[config.mk]
export PLATFORM = sky130hd
export DESIGN_NAME = jb_predict_unit_flat
export DESIGN_NICKNAME = d
export VERILOG_FILES = /design/src/rtl/jb_predict_unit_if.sv /design/src/rtl/jb_predict_unit.sv /design/src/flat_wrapper.sv
export SDC_FILE = /design/constraint.sdc
export NUM_CORES = 2
export LEC_CHECK = 0
export CAP_MARGIN = 20
export CORE_ASPECT_RATIO = 0.75
export CORE_MARGIN = 5
export CORE_UTILIZATION = 30
export CTS_CLUSTER_DIAMETER = 80
export CTS_CLUSTER_SIZE = 14
export DETAILED_ROUTE_END_ITERATION = 8
export PLACE_DENSITY = 0.52
export SLEW_MARGIN = 10
export SYNTH_ARGS = -nofsm -noshare
export SYNTH_HDL_FRONTEND = slang
export SYNTH_SLANG_ARGS = --single-unit
[constraint.sdc]
create_clock -name clk -period 37.7 [get_ports clk]
set_input_delay 3.77 -clock clk [delete_from_list [all_inputs] [get_ports clk]]
set_output_delay 3.77 -clock clk [all_outputs]
set_load 0.005 [all_outputs]
[src/rtl/jb_predict_unit_if.sv]
// Fetch/decode-side bus of the jump/branch predictor: IF lookup, ID resolution and redirect.
interface jb_predict_unit_if #(
  parameter int XLEN = 32
);
  logic [XLEN-1:0] if_pc;
  logic            if_pred_taken;
  logic [XLEN-1:0] if_pred_target;
  logic            id_valid;
  logic            id_stall;
  logic            id_is_jump;
  logic [XLEN-1:0] id_pc;
  logic            id_taken;
  logic [XLEN-1:0] id_target;
  logic            id_pred_taken;
  logic [XLEN-1:0] id_pred_target;
  logic            mispredict;
  logic [XLEN-1:0] redirect_pc;

  modport master (
    output if_pc, id_valid, id_stall, id_is_jump, id_pc, id_taken, id_target,
           id_pred_taken, id_pred_target,
    input  if_pred_taken, if_pred_target, mispredict, redirect_pc
  );

  modport slave (
    input  if_pc, id_valid, id_stall, id_is_jump, id_pc, id_taken, id_target,
           id_pred_taken, id_pred_target,
    output if_pred_taken, if_pred_target, mispredict, redirect_pc
  );
endinterface

[src/rtl/jb_predict_unit.sv]
// Direct-mapped BTB with 2-bit counters: 0-cycle IF lookup, ID resolve/redirect, training on the next edge.
// Optional macro BTB_STATS_EN adds free-running lookup and mispredict counters.
module jb_predict_unit #(
  parameter int XLEN    = 32,
  parameter int ENTRIES = 16
) (
  input  logic             clk,
  input  logic             rst,
  jb_predict_unit_if.slave bus
`ifdef BTB_STATS_EN
  ,
  output logic [31:0]      stat_lookups,
  output logic [31:0]      stat_mispredicts
`endif
);
  localparam int IDX_W = $clog2(ENTRIES);
  localparam int TAG_W = XLEN - IDX_W - 2;

  generate
    if ((ENTRIES < 2) || ((ENTRIES & (ENTRIES - 1)) != 0)) begin : g_bad_entries
      $error("jb_predict_unit: ENTRIES must be a power of 2 and at least 2");
    end
  endgenerate

  function automatic logic [1:0] ctr_inc(input logic [1:0] c);
    ctr_inc = (c == 2'b11) ? 2'b11 : c + 2'd1;
  endfunction

  function automatic logic [1:0] ctr_dec(input logic [1:0] c);
    ctr_dec = (c == 2'b00) ? 2'b00 : c - 2'd1;
  endfunction

  logic             valid_q  [ENTRIES];
  logic [TAG_W-1:0] tag_q    [ENTRIES];
  logic [XLEN-1:0]  target_q [ENTRIES];
  logic [1:0]       ctr_q    [ENTRIES];

  logic [IDX_W-1:0] lk_idx;
  logic [TAG_W-1:0] lk_tag;
  logic             lk_hit;
  logic [XLEN-1:0]  lk_seq;

  logic             resolve;
  logic [XLEN-1:0]  id_seq;
  logic [XLEN-1:0]  actual_next;
  logic             mispredict_c;

  logic [IDX_W-1:0] up_idx;
  logic [TAG_W-1:0] up_tag;
  logic             up_hit;
  logic             up_we;
  logic [XLEN-1:0]  up_target;
  logic [1:0]       up_ctr;

  assign lk_idx = bus.if_pc[IDX_W+1:2];
  assign lk_tag = bus.if_pc[XLEN-1:IDX_W+2];
  assign lk_seq = bus.if_pc + XLEN'(4);
  assign up_idx = bus.id_pc[IDX_W+1:2];
  assign up_tag = bus.id_pc[XLEN-1:IDX_W+2];
  assign id_seq = bus.id_pc + XLEN'(4);

  // IF lookup; reads the stored table only, so a same-cycle update is seen next cycle
  always_comb begin
    lk_hit             = valid_q[lk_idx] && (tag_q[lk_idx] == lk_tag);
    bus.if_pred_taken  = 1'b0;
    bus.if_pred_target = lk_seq;
    if (lk_hit && ctr_q[lk_idx][1]) begin
      bus.if_pred_taken  = 1'b1;
      bus.if_pred_target = target_q[lk_idx];
    end else begin
      bus.if_pred_taken  = 1'b0;
      bus.if_pred_target = lk_seq;
    end
  end

  // ID resolution: a stalled instruction neither flushes nor trains until released
  always_comb begin
    resolve      = bus.id_valid && !bus.id_stall && !rst;
    actual_next  = bus.id_taken ? bus.id_target : id_seq;
    mispredict_c = resolve && (bus.id_pred_target != actual_next);
    if (rst) begin
      bus.redirect_pc = id_seq;
    end else begin
      bus.redirect_pc = actual_next;
    end
    bus.mispredict = mispredict_c;
  end

  // Training decision for the entry addressed by the resolving instruction
  always_comb begin
    up_hit    = valid_q[up_idx] && (tag_q[up_idx] == up_tag);
    up_we     = 1'b0;
    up_target = target_q[up_idx];
    up_ctr    = ctr_q[up_idx];
    if (!resolve) begin
      up_we = 1'b0;
    end else if (up_hit) begin
      up_we = 1'b1;
      if (bus.id_is_jump) begin
        up_ctr    = 2'b11;
        up_target = bus.id_target;
      end else if (bus.id_taken) begin
        up_ctr    = ctr_inc(ctr_q[up_idx]);
        up_target = bus.id_target;
      end else begin
        up_ctr    = ctr_dec(ctr_q[up_idx]);
      end
    end else if (bus.id_taken) begin
      // Allocation overwrites whatever aliased PC held this index
      up_we     = 1'b1;
      up_target = bus.id_target;
      up_ctr    = bus.id_is_jump ? 2'b11 : 2'b10;
    end else begin
      up_we = 1'b0;
    end
  end

  // Table storage; reset drops any update pending in the same cycle
  always_ff @(posedge clk or posedge rst) begin
    if (rst) begin
      for (int i = 0; i < ENTRIES; i++) begin
        valid_q[i]  <= 1'b0;
        tag_q[i]    <= '0;
        target_q[i] <= '0;
        ctr_q[i]    <= 2'b01;
      end
    end else if (up_we) begin
      valid_q[up_idx]  <= 1'b1;
      tag_q[up_idx]    <= up_tag;
      target_q[up_idx] <= up_target;
      ctr_q[up_idx]    <= up_ctr;
    end else begin
      valid_q[up_idx]  <= valid_q[up_idx];
    end
  end

`ifdef BTB_STATS_EN
  // Free-running statistics, wrapping at 2^32
  always_ff @(posedge clk or posedge rst) begin
    if (rst) begin
      stat_lookups     <= 32'd0;
      stat_mispredicts <= 32'd0;
    end else begin
      stat_lookups <= stat_lookups + 32'd1;
      if (mispredict_c) begin
        stat_mispredicts <= stat_mispredicts + 32'd1;
      end else begin
        stat_mispredicts <= stat_mispredicts;
      end
    end
  end
`endif

endmodule
[src/flat_wrapper.sv]
// flat-port wrapper written by rule: the top's interface ports become plain ports
module jb_predict_unit_flat 
#(
  parameter int XLEN    = 32,
  parameter int ENTRIES = 16
)
  (clk, rst, bus_if_pc, bus_id_valid, bus_id_stall, bus_id_is_jump, bus_id_pc, bus_id_taken, bus_id_target, bus_id_pred_taken, bus_id_pred_target, bus_if_pred_taken, bus_if_pred_target, bus_mispredict, bus_redirect_pc);
  jb_predict_unit_if #(.XLEN(XLEN)) bus_i ();
  input  logic clk;
  input  logic rst;
  input wire logic [$bits(bus_i.if_pc)-1:0] bus_if_pc;
  input wire logic [$bits(bus_i.id_valid)-1:0] bus_id_valid;
  input wire logic [$bits(bus_i.id_stall)-1:0] bus_id_stall;
  input wire logic [$bits(bus_i.id_is_jump)-1:0] bus_id_is_jump;
  input wire logic [$bits(bus_i.id_pc)-1:0] bus_id_pc;
  input wire logic [$bits(bus_i.id_taken)-1:0] bus_id_taken;
  input wire logic [$bits(bus_i.id_target)-1:0] bus_id_target;
  input wire logic [$bits(bus_i.id_pred_taken)-1:0] bus_id_pred_taken;
  input wire logic [$bits(bus_i.id_pred_target)-1:0] bus_id_pred_target;
  output wire logic [$bits(bus_i.if_pred_taken)-1:0] bus_if_pred_taken;
  output wire logic [$bits(bus_i.if_pred_target)-1:0] bus_if_pred_target;
  output wire logic [$bits(bus_i.mispredict)-1:0] bus_mispredict;
  output wire logic [$bits(bus_i.redirect_pc)-1:0] bus_redirect_pc;
  assign bus_i.if_pc = bus_if_pc;
  assign bus_i.id_valid = bus_id_valid;
  assign bus_i.id_stall = bus_id_stall;
  assign bus_i.id_is_jump = bus_id_is_jump;
  assign bus_i.id_pc = bus_id_pc;
  assign bus_i.id_taken = bus_id_taken;
  assign bus_i.id_target = bus_id_target;
  assign bus_i.id_pred_taken = bus_id_pred_taken;
  assign bus_i.id_pred_target = bus_id_pred_target;
  assign bus_if_pred_taken = bus_i.if_pred_taken;
  assign bus_if_pred_target = bus_i.if_pred_target;
  assign bus_mispredict = bus_i.mispredict;
  assign bus_redirect_pc = bus_i.redirect_pc;
  jb_predict_unit #(.XLEN(XLEN), .ENTRIES(ENTRIES)) u_core (.clk(clk), .rst(rst), .bus(bus_i));
endmodule
==> impl_metrics.csv <==
group,metric,value,unit
setup_path,worstSetupPathType,"in2out",
power_and_ir_drop,vdd_drop_max,32.9,uV
floorplan,core_area,181000,sq um
finish,fill_cells,17500,
power_and_ir_drop,swShare,28.4,%
setup_path,max_stage_delay,980,ps
timing,slew_violations,0,
hold_path,hold_start,"u_core.tag_q[4]$_DFFE_PP0P_",
finish,layout_common_cells,"dfrtp_1 (960), mux4_2 (523), o22a_1 (480)",
finish,drive_gt1_share,30.7,%
grt,antenna_found_initial,10,
timing,max_slew_margin,23.5,%
yosys,avgSynthCellArea,14.1,sq um
power_and_ir_drop,combPwrFrac,19.4,%
cts,clock_latency,690,ps
grt,top_usage_layer,"met2",
cts,cts_buffers,80,
grt,use_met2,33.2,%
cts,clkSinkCount,976,
placed_design,io_buffers,199,
floorplan,die_w,503,um
yosys,syn_area,54600,sq um
setup_path,critical-path-top-delay-family,"buffers and inverters",
setup_path,startpoint,"bus_if_pc[3]",
cts,cts.path.max_buffers,3,
yosys,synth_nets,4014,
run_status,status,"finished, final reports clean",
timing,rsz0062_at_grt,"no",
timing,setup_viol_count_final,0,
setup_path,slowest_stage,"and4b_4",
yosys,synth_warnings,0,
power_and_ir_drop,powerDensity,41.8,nW/um^2
placed_design,dp_hpwl,126,mm
yosys,ys_seq_area_share,44.7,%
timing,fin_setup_tns,0,ps
setup_path,path_buf_inv,4,
routing,detail-route-antenna-nets,0,
setup_path,worstPathArrival,10420,ps
setup_path,path_cells,"buf_8, buf_4, buf_4, mux4_2, mux4_2, xnor2_1, nand4_1, nor2_1, and4b_4, o21ai_0, clkdlybuf4s50_1",
grt,grt_pass1_vias,38300,
power_and_ir_drop,p_sw,724,uW
setup_path,cp.required,33930,ps
floorplan,die_h,380,um
routing,wl,210,mm
timing,tightest_slew,1150,ps
timing,hold_viol,0,
routing,via_count,37900,
cts,clock-root-buffer,"clkbuf_16",
yosys,synth_seq_cells,976,
grt,grt_max_degree,173,
cts,cts_setup_buffers,0,
grt,grt_overflow_total,0,
cts,cts_hold_buf,0,
routing,vias_per_cell,6.03,
finish,final_common_cell,"dfrtp_1",
timing,max_clock_freq,70.5,MHz
floorplan,fp-row-count,135,
yosys,synthArstFlopShare,100,%
floorplan,die_area,191000,sq um
power_and_ir_drop,power_frac_seq,49.1,%
grt,grt_use_met3,4.35,%
cts,cts_tree,"built",
power_and_ir_drop,power_leakage,0.0253,uW
routing,first_pass_iters,7,
timing,fin_hold_ws,503,ps
hold_path,hold_path.class,"reg2reg",
floorplan,ios,201,
power_and_ir_drop,p_clk_share,31.5,%
floorplan,start_util,30.2,%
timing,timing.final.crit_share,37.6,%
placed_design,gp_routability_congestion,0.817,
routing,wire_per_inst,33.5,um
cts,htree_levels,3,
power_and_ir_drop,internal-power,1820,uW
setup_path,cp_max_fo,70,
grt,grtUsageTotal,21.6,%
cts,path_clk_slew,60,ps
placed_design,place_area,58800,sq um
yosys,yosys.cell_types.count,79,
cts,post_cts_resized,0,
setup_path,worstReg2RegStart,"u_core.tag_q[210]$_DFFE_PP0P_",
grt,grt_util_met1,29.5,%
timing,fin_worst_skew,28.9,ps
routing,drc,0,
setup_path,critPathCaptureType,"output pin",
yosys,syn_inst,3874,
yosys,synth-edff-count,0,
finish,syn2layout_area_growth,11.6,%
finish,stdcell_area,61000,sq um
yosys,ys.flop_type,"dfrtp_1",
run,drv_cap,0,
finish,nets,4005,
grt,grt_pass1_wl,299,mm
routing,drt_iter0_markers,3934,
timing,finalCriticalPeriod,14190,ps
setup_path,critPathLaunchType,"input pin",
==> cell type report <==
type	count	area (sq um)	area share, %
inverters	77	299	0.490
well taps	2397	3000	4.92
clock buffers	98	2130	3.50
multi-input cells	2404	28000	46.0
diodes	4	10.0	0.0164
clock inverters	6	48.8	0.0800
repair buffers	326	3000	4.92
flip-flops and latches	976	24400	40.1
==> cell usage after synthesis, types with 5 or more instances <==
master | count | area [sq um]
nor3_1 | 17 | 85.1
o21ai_0 | 57 | 285
a22o_1 | 17 | 149
buf_6 | 20 | 225
mux4_2 | 523 | 11800
nor2_2 | 7 | 43.8
xor2_1 | 63 | 552
a211oi_1 | 6 | 45.0
a22oi_2 | 28 | 350
a22oi_1 | 27 | 203
a21oi_1 | 40 | 200
nand3b_1 | 5 | 37.5
mux2i_1 | 121 | 1210
o21ai_1 | 11 | 55.1
a31oi_1 | 7 | 43.8
nor2_8 | 5 | 100
nor4_1 | 11 | 68.8
nand3_1 | 49 | 245
nand4_1 | 19 | 119
dfrtp_1 | 960 | 24000
dfstp_2 | 16 | 420
a2bb2oi_1 | 17 | 149
o21a_1 | 18 | 135
xnor2_1 | 84 | 736
and3_1 | 17 | 106
a221oi_1 | 11 | 96.3
clkbuf_1 | 207 | 777
inv_1 | 76 | 285
nand2b_1 | 6 | 37.5
o22a_1 | 480 | 4200
nand2_1 | 109 | 409
mux2_2 | 349 | 3930
ha_1 | 5 | 62.6
buf_4 | 30 | 225
nor2_1 | 78 | 293
o22ai_1 | 9 | 56.3
o211ai_1 | 9 | 67.6
buf_2 | 113 | 566
and4_1 | 5 | 43.8
nor2b_1 | 9 | 56.3
mux2_1 | 116 | 1310
buf_1 | 46 | 173
and2_1 | 6 | 37.5
==> worst paths after layout <==
check	to	slack (ps)	depth (start not counted)
worst min register to register	u_core.tag_q[4]$_DFFE_PP0P_	500	1
max in group asynchronous	u_core.target_q[228]$_DFFE_PP0P_	30390	7
worst max-delay path	bus_if_pred_target[11]	23510	11
worst max register to register	u_core.tag_q[262]$_DFFE_PP0P_	31700	11
min in group asynchronous	u_core.tag_q[343]$_DFFE_PP0P_	3670	2
worst min-delay path	u_core.tag_q[4]$_DFFE_PP0P_	500	1
==> flip-flops by register name (all words and copies together) (netlist names) <==
name	cells
u_core.target_q	512
u_core.valid_q	16
u_core.tag_q	416
u_core.ctr_q	32
==> kinds of logic (layout without fill, tap and decap cells) <==
family	after synthesis	after routing	share of synthesized area, %
simple gates	366	366	3.52
flops	976	976	44.7
other cells	0	4	0
fa+ha+maj	6	6	0.133
compound gates	776	776	11.7
xor+xnor	147	147	2.36
buf+inv	494	507	4.16
mux	1109	1109	33.4
==> power groups by stage <==
| stage | combinational [uW] | clock (uW) | sequential, uW |
|---|---|---|---|
| 2_1_floorplan | 347 | 0 | 1240 |
| 3_3_place_gp | 486 | 0 | 1260 |
| 3_5_place_dp | 494 | 0 | 1270 |
| 4_1_cts | 495 | 818 | 1250 |
| 5_1_grt | 526 | 853 | 1270 |
| 6_report | 493 | 802 | 1250 |
==> through the flow <==
stage | worst slack, ps | instances | utilization, % | power, uW
after floorplan | 4840 | 3874 | - | 1590
after global placement | 23440 | 6178 | 32.5 | 1750
after detailed placement | 23410 | 6179 | 32.5 | 1760
after CTS | 23410 | 6283 | 33.7 | 2560
after global routing | 23390 | 6287 | 33.7 | 2640
final | 23510 | 6288 | 33.7 | 2550
==> layer usage <==
| layer | routed length [um] | up-vias |
|---|---|---|
| met5 | 23 | - |
| met4 | 11200 | 4 |
| met3 | 15700 | 371 |
| met2 | 95700 | 1657 |
| met1 | 87800 | 20700 |
| li1 | - | 15200 |
Note: power is estimated with default switching activity, not from simulation.
